===== src/rtl/lib_vector_gen_if.sv =====
// lib_vector_gen_if: control and vector bus for lib_vector_gen.
// LIB_VECTOR_CHECK_EN adds the cell-output return path and error status.
interface lib_vector_gen_if #(parameter int VEC_W = 4);
  logic iStart, iEnb;
  logic oSel, oD, oA, oB;
  logic [VEC_W-1:0] oVecIdx;
  logic oValid, oBusy, oDone;
`ifdef LIB_VECTOR_CHECK_EN
  logic iNand, iNor, iNot, iMux, iQp, iQn;
  logic oErr;
  logic [7:0] oErrCnt;
  modport slave (input iStart, iEnb, iNand, iNor, iNot, iMux, iQp, iQn,
                 output oSel, oD, oA, oB, oVecIdx, oValid, oBusy, oDone, oErr, oErrCnt);
  modport master (output iStart, iEnb, iNand, iNor, iNot, iMux, iQp, iQn,
                  input oSel, oD, oA, oB, oVecIdx, oValid, oBusy, oDone, oErr, oErrCnt);
`else
  modport slave (input iStart, iEnb,
                 output oSel, oD, oA, oB, oVecIdx, oValid, oBusy, oDone);
  modport master (output iStart, iEnb,
                  input oSel, oD, oA, oB, oVecIdx, oValid, oBusy, oDone);
`endif
endinterface


===== src/rtl/lib_vector_gen.sv =====
// lib_vector_gen: walks vectors {Sel,D,A,B}=idx, each held HOLD clocks.
// LIB_VECTOR_CHECK_EN adds a check of the returned cell outputs with a sticky error and a saturating count.
module lib_vector_gen #(
  parameter int VEC_W   = 4,
  parameter int HOLD    = 3,
  parameter int NUM_VEC = 16
) (
  input logic iClk,
  input logic iClr,
  lib_vector_gen_if.slave bus
);
  typedef enum logic [1:0] {IDLE, RUN, DONE} state_t;
  state_t r_state;
  logic [7:0] r_hold;
  logic [VEC_W-1:0] r_idx;
  logic [3:0] r_vec;
  logic r_valid, r_busy, r_done;
  logic w_last_hold, w_last_idx, w_start;
  assign w_last_hold = r_hold == 8'(HOLD - 1);
  assign w_last_idx  = r_idx == VEC_W'(NUM_VEC - 1);
  assign w_start     = bus.iStart && r_state != RUN;
  // zero-extend or truncate the index onto the four vector bits
  function automatic logic [3:0] to_vec(input logic [VEC_W-1:0] i);
    logic [31:0] t;
    t = 32'(i);
    return t[3:0];
  endfunction
  always_ff @(posedge iClk or negedge iClr) begin
    if (!iClr) begin
      r_state <= IDLE;
      r_hold  <= '0;
      r_idx   <= '0;
      r_vec   <= '0;
      r_valid <= 1'b0;
      r_busy  <= 1'b0;
      r_done  <= 1'b0;
    end else if (w_start) begin
      r_state <= RUN;
      r_hold  <= '0;
      r_idx   <= '0;
      r_vec   <= '0;
      r_valid <= 1'b1;
      r_busy  <= 1'b1;
      r_done  <= 1'b0;
    end else if (r_state == RUN && bus.iEnb) begin
      if (!w_last_hold) begin
        r_hold <= r_hold + 8'd1;
      end else if (!w_last_idx) begin
        r_hold <= '0;
        r_idx  <= r_idx + VEC_W'(1);
        r_vec  <= to_vec(r_idx + VEC_W'(1));
      end else begin
        r_state <= DONE;
        r_hold  <= '0;
        r_vec   <= '0;
        r_valid <= 1'b0;
        r_busy  <= 1'b0;
        r_done  <= 1'b1;
      end
    end
  end
  assign bus.oSel    = r_vec[3];
  assign bus.oD      = r_vec[2];
  assign bus.oA      = r_vec[1];
  assign bus.oB      = r_vec[0];
  assign bus.oVecIdx = r_idx;
  assign bus.oValid  = r_valid;
  assign bus.oBusy   = r_busy;
  assign bus.oDone   = r_done;
`ifdef LIB_VECTOR_CHECK_EN
  logic r_err;
  logic [7:0] r_err_cnt;
  logic w_chk, w_mis;
  // sampled on the last hold clock so the ffd has had time to capture D
  assign w_chk = r_state == RUN && bus.iEnb && w_last_hold;
  assign w_mis = bus.iNand != ~(r_vec[1] & r_vec[0]) || bus.iNor != ~(r_vec[1] | r_vec[0]) ||
                 bus.iNot != ~r_vec[1] || bus.iMux != (r_vec[3] ? r_vec[0] : r_vec[1]) ||
                 bus.iQp != r_vec[2] || bus.iQn != ~r_vec[2];
  always_ff @(posedge iClk or negedge iClr) begin
    if (!iClr) begin
      r_err     <= 1'b0;
      r_err_cnt <= '0;
    end else if (w_start) begin
      r_err     <= 1'b0;
      r_err_cnt <= '0;
    end else if (w_chk && w_mis) begin
      r_err     <= 1'b1;
      r_err_cnt <= r_err_cnt == 8'hff ? r_err_cnt : r_err_cnt + 8'd1;
    end
  end
  assign bus.oErr    = r_err;
  assign bus.oErrCnt = r_err_cnt;
`endif
endmodule

===== src/flat_wrapper.sv =====
// flat-port wrapper written by rule: the top's interface ports become plain ports
module lib_vector_gen_flat 
#(
  parameter int VEC_W   = 4,
  parameter int HOLD    = 3,
  parameter int NUM_VEC = 16
)
  (iClk, iClr, bus_iStart, bus_iEnb, bus_oSel, bus_oD, bus_oA, bus_oB, bus_oVecIdx, bus_oValid, bus_oBusy, bus_oDone);
  lib_vector_gen_if #(.VEC_W(VEC_W)) bus_i ();
  input logic iClk;
  input logic iClr;
  input wire logic [$bits(bus_i.iStart)-1:0] bus_iStart;
  input wire logic [$bits(bus_i.iEnb)-1:0] bus_iEnb;
  output wire logic [$bits(bus_i.oSel)-1:0] bus_oSel;
  output wire logic [$bits(bus_i.oD)-1:0] bus_oD;
  output wire logic [$bits(bus_i.oA)-1:0] bus_oA;
  output wire logic [$bits(bus_i.oB)-1:0] bus_oB;
  output wire logic [$bits(bus_i.oVecIdx)-1:0] bus_oVecIdx;
  output wire logic [$bits(bus_i.oValid)-1:0] bus_oValid;
  output wire logic [$bits(bus_i.oBusy)-1:0] bus_oBusy;
  output wire logic [$bits(bus_i.oDone)-1:0] bus_oDone;
  assign bus_i.iStart = bus_iStart;
  assign bus_i.iEnb = bus_iEnb;
  assign bus_oSel = bus_i.oSel;
  assign bus_oD = bus_i.oD;
  assign bus_oA = bus_i.oA;
  assign bus_oB = bus_i.oB;
  assign bus_oVecIdx = bus_i.oVecIdx;
  assign bus_oValid = bus_i.oValid;
  assign bus_oBusy = bus_i.oBusy;
  assign bus_oDone = bus_i.oDone;
  lib_vector_gen #(.VEC_W(VEC_W), .HOLD(HOLD), .NUM_VEC(NUM_VEC)) u_core (.iClk(iClk), .iClr(iClr), .bus(bus_i));
endmodule

===== config.mk =====
export PLATFORM = sky130hd
export DESIGN_NAME = lib_vector_gen_flat
export DESIGN_NICKNAME = d
export VERILOG_FILES = /design/src/rtl/lib_vector_gen_if.sv /design/src/rtl/lib_vector_gen.sv /design/src/flat_wrapper.sv
export SDC_FILE = /design/constraint.sdc
export NUM_CORES = 1
export LEC_CHECK = 0
export ABC_CLOCK_PERIOD_IN_PS = 1700
export BUFFER_PORTS_ARGS = -buffer_cell sky130_fd_sc_hd__buf_2
export CORE_MARGIN = 4
export CORE_UTILIZATION = 52
export CTS_CLUSTER_SIZE = 10
export DETAILED_ROUTE_END_ITERATION = 10
export HOLD_SLACK_MARGIN = 0.05
export PLACE_DENSITY_LB_ADDON = 0.05
export RECOVER_POWER = 50
export SYNTH_ARGS = -nofsm -noshare
export SYNTH_HDL_FRONTEND = slang
export SYNTH_SLANG_ARGS = --single-unit

===== constraint.sdc =====
create_clock -name iClk -period 1.7 [get_ports iClk]
set_input_delay 0.255 -clock iClk [delete_from_list [all_inputs] [get_ports iClk]]
set_output_delay 0.255 -clock iClk [all_outputs]
set_load 0.02 [all_outputs]

After elaboration in Yosys (flattened, before gate mapping) --
Index checks and enable logic that the tools add are counted.
Storage, ports and cells: register bits 20, bits in latches 0, bits in writable memories 0, memory bits (read-only) 0, input bits 4, output and inout port bits 11, word-level logic and storage cells 44, memories kept 0
Operators by class: $add $sub $neg 2, multipliers 0, divide/modulo/power cells 0, magnitude comparators 0, equality and inequality tests 5, shifts and indexed selects 0, muxes and demuxes 23, bitwise operators 0, reductions and logical operators 8
Operators by type and width (count):
- $mux W4 | 8
- $mux W8 | 3
- $add A8 B1 Y8 const B | 1
- $eq A8 B2 Y1 const B | 1
- $mux W1 | 8
- $mux W2 | 4
- $reduce_and A3 Y1 | 2
- $reduce_bool A2 Y1 | 3
- $add A4 B1 Y4 const B | 1
- $eq A4 B4 Y1 const B | 1
- $eq A2 B1 Y1 const B | 1
- $logic_and A1 B1 Y1 | 2
- $ne A2 B1 Y1 const B | 1
- $ne A2 B2 Y1 const B | 1
- $reduce_and A2 Y1 | 1

Logic depth before layout (Yosys ltp) --
Gate-level depths: netlist of run 1.
word-level depth 5, gate-level depth with buffers 6, depth with buffers taken out 6

Worst setup path after synthesis of run 1 --
No wires, ideal clock.
path type reg-to-reg, from register u_core.r_state[1], to register u_core.r_hold[6], setup time 104 ps, data arrival time 1446 ps, data required time 1596 ps, slack 150 ps, cell stages (with the launch flop) 5, path buffers 0, clock period less this slack 1550 ps, cells stage by stage dfrtp_1 nand2b_2 and2_4 or4_1 o311ai_1
Between the ends: word-level cells in the longest chain between the ends 3, elaborated cells between the ends (all ways) 6, those cells by class 2 x eq/ne; 1 x mux; 3 x reduce/logical
RTL lines:
- start: declaration | RTL line lib_vector_gen.sv:13 | state_t r_state;
- start signal: assignment | RTL line lib_vector_gen.sv:30 | r_state <= IDLE;
- start signal: assignment | RTL line lib_vector_gen.sv:38 | r_state <= RUN;
- start signal: assignment | RTL line lib_vector_gen.sv:53 | r_state <= DONE;
- $ne A2 B1 Y1 or $eq A2 B1 Y1 (tied branches) | RTL line lib_vector_gen.sv:21, lib_vector_gen.sv:45
- $logic_and A1 B1 Y1 (on tied branches) | RTL line lib_vector_gen.sv:21, lib_vector_gen.sv:45
- $mux W8 or $reduce_bool A2 Y1 (tied branches)
- end signal: assignment | RTL line lib_vector_gen.sv:47 | r_hold <= r_hold + 8'd1;
- end: declaration | RTL line lib_vector_gen.sv:14 | logic [7:0] r_hold;
Several ways; a longest one is shown, not always the timed one. A chain may end at the register's enable or synchronous reset.

Final worst setup path of run 1 --
from register u_core.r_hold[0], to register u_core.r_state[1]
Between the ends: word-level cells in the longest chain between the ends 3
RTL lines:
- $eq A8 B2 Y1 | RTL line lib_vector_gen.sv:19 | assign w_last_hold = r_hold == 8'(HOLD - 1);
- $reduce_bool A2 Y1 (no source line)
- $reduce_and A3 Y1 (no source line)
No other way between the ends.

==> results of run 1 <==
## what timing repair did
action,in CTS,in global routing
endpoints found under the hold margin,18,0
setup buffers,0,2
endpoints found under the setup margin,0,9
resized for setup,0,3
hold buffers,1,0
## routing by layer
metal  vias up  share of wire [%]
met3         7                6.0
met2        32                 46
met4         0                2.4
li1        396                  -
met5         -                  0
met1       398                 45
## through the flow
stage / TNS, ns / hold WS (ns) / power, mW / setup WS, ns
5_1_grt: -0.0591 / 0.379 / 1.14 / -0.0347
6_report: 0 / 0.347 / 1.08 / 0.0810
3_5_place_dp: 0 / 0.208 / 0.790 / 0.0502
3_3_place_gp: 0 / 0.207 / 0.782 / 0.0714
4_1_cts: 0 / 0.330 / 1.06 / 0.0220
2_1_floorplan: 0 / -0.0406 / 0.711 / 0.150
## final cells by class
class	instances	area, sq um
Timing Repair Buffer	21	119
Clock buffer	4	36.3
Inverter	6	22.5
Tap cell	25	31.3
Fill cell	139	609
Sequential cell	18	450
Multi-Input combinational cell	73	514
## placed cells by master (no fill, tap or decap), drive strengths merged
| cell | netlist | final |
|---|---|---|
| a2111oi | 1 | 1 |
| a211oi | 1 | 1 |
| a21oi | 5 | 5 |
| a32oi | 1 | 1 |
| and2 | 1 | 1 |
| and3b | 1 | 1 |
| buf | 3 | 15 |
| clkbuf | 0 | 9 |
| dfrtp | 18 | 18 |
| dlygate4sd3 | 0 | 1 |
| ha | 3 | 3 |
| inv | 6 | 6 |
| nand2 | 20 | 20 |
| nand2b | 2 | 2 |
| nand3 | 5 | 5 |
| nand4 | 3 | 3 |
| nor2 | 3 | 3 |
| nor3 | 4 | 4 |
| nor4b | 1 | 1 |
| o211ai | 2 | 2 |
| o21a | 2 | 2 |
| o21ai | 8 | 8 |
| o311ai | 1 | 1 |
| o31ai | 1 | 1 |
| or2 | 1 | 1 |
| or3 | 2 | 2 |
| or4 | 1 | 1 |
| xnor2 | 3 | 3 |
| xor2 | 1 | 1 |
## sequential cells by signal, summed over array words and instances (netlist names)
name / count
u_core.r_hold: 8
u_core.bus.oVecIdx: 4
u_core.r_vec: 4
u_core.r_state: 2
## logic make-up (layout without fill, tap and decap cells)
| family | after synthesis | count (layout) | synth area share [%] |
|---|---|---|---|
| XOR/XNOR | 4 | 4 | 3.50 |
| buffers and inverters | 9 | 31 | 5.25 |
| AND/OR/NAND/NOR | 44 | 44 | 25.1 |
| AO/OA/AOI/OAI | 22 | 22 | 17.4 |
| adder cells (fa/ha/maj) | 3 | 3 | 3.75 |
| flip-flops | 18 | 18 | 45.0 |
## worst max-delay path, cell delays in order (launching register included)
cell and delay, ns:
dfrtp_1 0.42, inv_1 0.06, ha_1 0.20, nor4b_4 0.13
buf_4 0.16, a32oi_4 0.29, nor2_1 0.09, o21a_1 0.17
## final timing paths
path / from / end / slack [ns] / depth (start not counted)
setup / recovery: u_core.r_hold[0] / u_core.r_state[1] / 0.08 / 7
hold / removal: bus_iStart / u_core.r_vec[3] / 0.35 / 4
setup reg to reg: u_core.r_hold[0] / u_core.r_state[1] / 0.08 / 7
hold reg to reg: u_core.r_vec[1] / u_core.r_vec[1] / 0.49 / 2
max in group asynchronous: iClr / u_core.r_state[1] / 0.51 / 2
min in group asynchronous: iClr / u_core.r_vec[2] / 0.61 / 2
## power by group through the flow
stage / logic [mW] / registers (mW) / clock network (mW)
2_1_floorplan: 0.156 / 0.555 / 0
3_3_place_gp: 0.236 / 0.546 / 0
3_5_place_dp: 0.243 / 0.547 / 0
4_1_cts: 0.250 / 0.541 / 0.270
5_1_grt: 0.295 / 0.550 / 0.292
6_report: 0.267 / 0.541 / 0.270
==> reports/qor.yml, run 1 <==
clock_network:
  clk_transition_reported_paths_ns: 0.11
  cts-root-buf: "clkbuf_4"
  cts_sinks: 18
  cts_tree: "yes"
  cts_buffers: 3
  clockBufferDepth: 2
  worstSkewPairLatency_ns: 0.30
  htree_levels: 1
global_route:
  grt_pass1_vias: 807
  met3_usage_pct: 4.30
  antenna_found_initial: 0
  overflow: 0
  busiest_layer: "met2"
  use_met1_pct: 22.4
  use_met2_pct: 28.7
  grt_pass1_wl_um: 3520
  grt_max_degree: 19
  grt_util_all_layers_pct: 17.7
floorplanning:
  num_io_pins: 15
  core_area_sq_um: 1780
  die-area_sq_um: 2690
  die_w_um: 51.9
  die_height_um: 51.9
  start_util_pct: 56.1
  rows: 15
synthesis:
  ys_seq_area_share_pct: 45.0
  syn-num-nets: 107
  synth-main-ff-cell: "dfrtp_1"
  synth_top_area_share_pct: 45.0
  synth_edf_count: 0
  synth_cell_type_count: 35
  synthCells: 100
  async_flop_share_pct: 100
  yosys.area.top_type: "dfrtp_1"
  synth_area_sq_um: 1000
  synthTopCellsByArea: "dfrtp_1 45%, nand2_1 7.5%, ha_1 3.8%, o21ai_0 3.5%, a2111oi_4 2.7%"
  yosysWarnings: 0
  synthTopCellsByCount: "20 x nand2_1, 18 x dfrtp_1, 7 x o21ai_0"
  synth_most_common_cell: "nand2_1"
  synth_seq_cells: 18
  syn_area_per_cell_sq_um: 10.0
sta:
  min_period_ns: 1.62
  report.final.slew_viol_count: 0
  fin_crit_sh_pct: 95.2
  hold_viol_final: 0
  worstMarginPinSlew_ns: 0.961
  finClkSkew_ns: 0.00312
  fmax_ghz: 0.618
  relSlewSlack_pct: 35.9
  setup_violations: 0
critical_path:
  cp.arrival_ns: 1.82
  worstPathRequired_ns: 1.90
  cp_max_fo: 8
  critPathCaptureType: "flop"
  startpoint_type: "flop"
  path_class: "flop to flop"
finish:
  drive_gt1_share_pct: 27.0
  num-nets-final: 130
  area_growth_pct: 17.3
  stdcell_area_sq_um: 1170
  fin_cells: 147
  antenna_cells: 0
  final_core_util_pct: 65.8
route:
  vias: 833
  drtIter0Drc: 15
  drc: 0
  drt-vias-per-instance: 5.67
  wl_per_cell_um: 14.5
  drt_first_pass_iters: 4
  ant_nets: 0
  routed_wl_um: 2130
pwr:
  power_density_nw_per_um2: 919
  p_comb_share_pct: 24.8
  worst_ir_drop_vdd_mv: 0.870
  leakagePower_nw: 0.510
  switchingPower_mw: 0.363
  netSwitchingFraction_pct: 33.7
  p_seq_share_pct: 50.2
  internal-power_mw: 0.715
  clock_power_share_pct: 25.0
outcome:
  outcome: "complete, no violations"
flow_run:
  drv_cap: 0
min_path:
  hold_path_class: "input pin to flop"
place:
  portBuffers: 14
  gp_congestion: 0.809
  placed_cells: 140
  place_area_sq_um: 1100
  hpwl_um: 1440
No activity file was read; power rests on OpenSTA's default activity.
==> run 2, diff against run 1 <==
- ABC_AREA: default -> 1
==> reports/qor.yml, run 2 <==
clock_network:
  cts_buffers: 3
  cts-root-buf: "clkbuf_4"
  htree_levels: 1
  cts_sinks: 18
  clockBufferDepth: 2
  hold_buffers: 1
  post_cts_buffers: 0
  worstSkewPairLatency_ns: 0.30
  cts_tree: "yes"
  cts.repair.resized: 0
  clk_transition_reported_paths_ns: 0.11
synthesis:
  synth_top_area_share_pct: 40.4
  synthCells: 141
  synth_seq_cells: 18
  yosys.area.top_type: "dfrtp_1"
  synth_most_common_cell: "nand2_1"
  synthTopCellsByArea: "dfrtp_1 40%, nand2_1 19%, inv_1 5.0%, nand2_4 4.0%, ha_1 3.4%"
  yosysWarnings: 0
  synth_area_sq_um: 1120
  synth-main-ff-cell: "dfrtp_1"
  synthTopCellsByCount: "56 x nand2_1, 18 x dfrtp_1, 15 x inv_1"
  syn_area_per_cell_sq_um: 7.92
  async_flop_share_pct: 100
  synth_cell_type_count: 19
  ys_seq_area_share_pct: 40.4
  syn-num-nets: 148
  synth_edf_count: 0
critical_path:
  path_class: "flop to flop"
  critPathCaptureType: "flop"
  startpoint_type: "flop"
  cp.arrival_ns: 1.67
  crit_slowest_cell: "dfrtp_1"
  path_common_cell: "nand2_1"
  critPathLaunch: "u_core.r_hold[0]"
  cp_num_buf_inv: 1
  worstPathRequired_ns: 1.90
  crit_family: "simple AND/OR/NAND/NOR gates"
  r2r_start: "u_core.r_hold[0]"
  r2r_slack_ns: 0.23
  path_cells: "inv_1 > ha_1 > nand2_1 > nor2_2 > nand2_4 > nand2_4 > nand3_2 > nand2_1 > nand2_1"
  cp_max_fo: 7
  slowest_delay_ns: 0.43
sta:
  worstMarginPinSlew_ns: 0.983
  fmax_ghz: 0.681
  worst_slack_ns: 0.231
  rsz0062_at_grt: "no"
  hold_viol_final: 0
  min_period_ns: 1.47
  hold_slack_ns: 0.283
  fin_crit_sh_pct: 86.4
  setup_violations: 0
  tns_ns: 0
  finClkSkew_ns: 0.00542
  report.final.slew_viol_count: 0
  relSlewSlack_pct: 34.5
pwr:
  power_density_nw_per_um2: 1450
  worst_ir_drop_vdd_mv: 1.08
  leakagePower_nw: 0.703
global_route:
  grt_pass1_wl_um: 3860
  antenna_found_initial: 0
  grt_max_degree: 19
  overflow: 0
  grt_util_all_layers_pct: 18.5
  grt_pass1_vias: 891
floorplanning:
  die-area_sq_um: 2950
  die_w_um: 54.3
  start_util_pct: 55.7
  core_area_sq_um: 2000
  die_height_um: 54.3
  num_io_pins: 15
  rows: 16
route:
  met1_length_um: 1070
  dr_wl_met2_um: 934
  route.met3.wl_um: 100
  drc: 0
  drt-vias-per-instance: 4.96
  routed_wl_um: 2140
  drtIter0Drc: 17
  wl_per_cell_um: 11.6
  vias: 918
  ant_nets: 0
  drt_first_pass_iters: 4
  routed.top_layer: "met4"
place:
  place_area_sq_um: 1190
  hpwl_um: 1590
  portBuffers: 14
  pre_cts_slack_ns: 0.264
  placed_cells: 180
  gp_congestion: 0.789
finish:
  fin_cells: 185
  regMostFlops: "u_core.r_hold"
  antenna_cells: 0
  stdcell_area_sq_um: 1230
  drive_gt1_share_pct: 24.1
  final_cell_mix: "56 x nand2_1, 18 x dfrtp_1, 15 x inv_1, 8 x buf_2, 7 x nand3_1"
  largest_reg_flops: 8
  layout.cells.most_common: "nand2_1"
  area_growth_pct: 10.3
  num-nets-final: 166
min_path:
  hold_path.startpoint: "bus_iStart"
  hold_path_class: "input pin to flop"
outcome:
  outcome: "complete, no violations"
flow_run:
  drv_cap: 0
[run 2: changes by cell type after synthesis, moves of 3 or more]
cell,change
nand2_2,+5
xnor2_1,-3
inv_1,+9
o21ai_0,-7
nand3_2,+3
nor3_1,-3
inv_2,+4
nand2_4,+4
nor2_1,+4
nand2_1,+36
nand4_1,+4
[run 2: stage by stage]
| stage | total power, mW | util [%] |
|---|---|---|
| global placement | 1.52 | 59.6 |
| global route | 1.95 | 61.5 |
| CTS | 1.82 | 61.9 |
| floorplan | 1.34 | - |
| detailed placement | 1.53 | 59.6 |
| finish | 1.79 | 61.5 |
[run 2: routing by layer]
metal  vias up  global-route usage, %
met4         0                   9.96
met3         4                   2.45
met1       424                   24.7
li1        473                      -
met2        17                   28.9
met5         -                      0
[run 2: cell families (layout without fill, tap and decap cells)]
family	Yosys count	after routing	synth area share, %
flops	18	18	40.4
simple gates	96	96	45.7
buf+inv	21	38	8.86
fa+ha+maj	3	3	3.36
compound gates	3	3	1.68
[run 2: worst paths after layout]
check / end / cells past startpoint
max: u_core.bus.oVecIdx[3] / 9
min: u_core.r_state[0] / 3
max reg2reg: u_core.bus.oVecIdx[3] / 9
min reg2reg: u_core.r_vec[0] / 2
max in group asynchronous: u_core.bus.oVecIdx[3] / 2
min in group asynchronous: u_core.r_hold[3] / 2
[run 2: report_power, final]
part | leakage [nW] | internal, mW | total [mW] | switching, mW
Sequential | 0.232 | 0.567 | 0.725 | 0.158
Clock | 0.0210 | 0.131 | 0.277 | 0.147
Combinational | 0.450 | 0.262 | 0.787 | 0.525
[run 2: layout make-up]
type                       count  area, sq um
clock buffer                   4         36.3
fill                         188          771
inverter                      19         71.3
multi-input combinational    102          567
sequential                    18          450
tap                           27         33.8
timing repair buffer          15         72.6
[run 2: worst reg2reg max path: stages (launching register included)]
cell     delay, ns
dfrtp_1       0.43
inv_1         0.12
ha_1          0.15
nand2_1       0.06
nor2_2        0.14
nand2_4       0.07
nand2_4       0.13
nand3_2       0.12
nand2_1       0.08
nand2_1       0.05
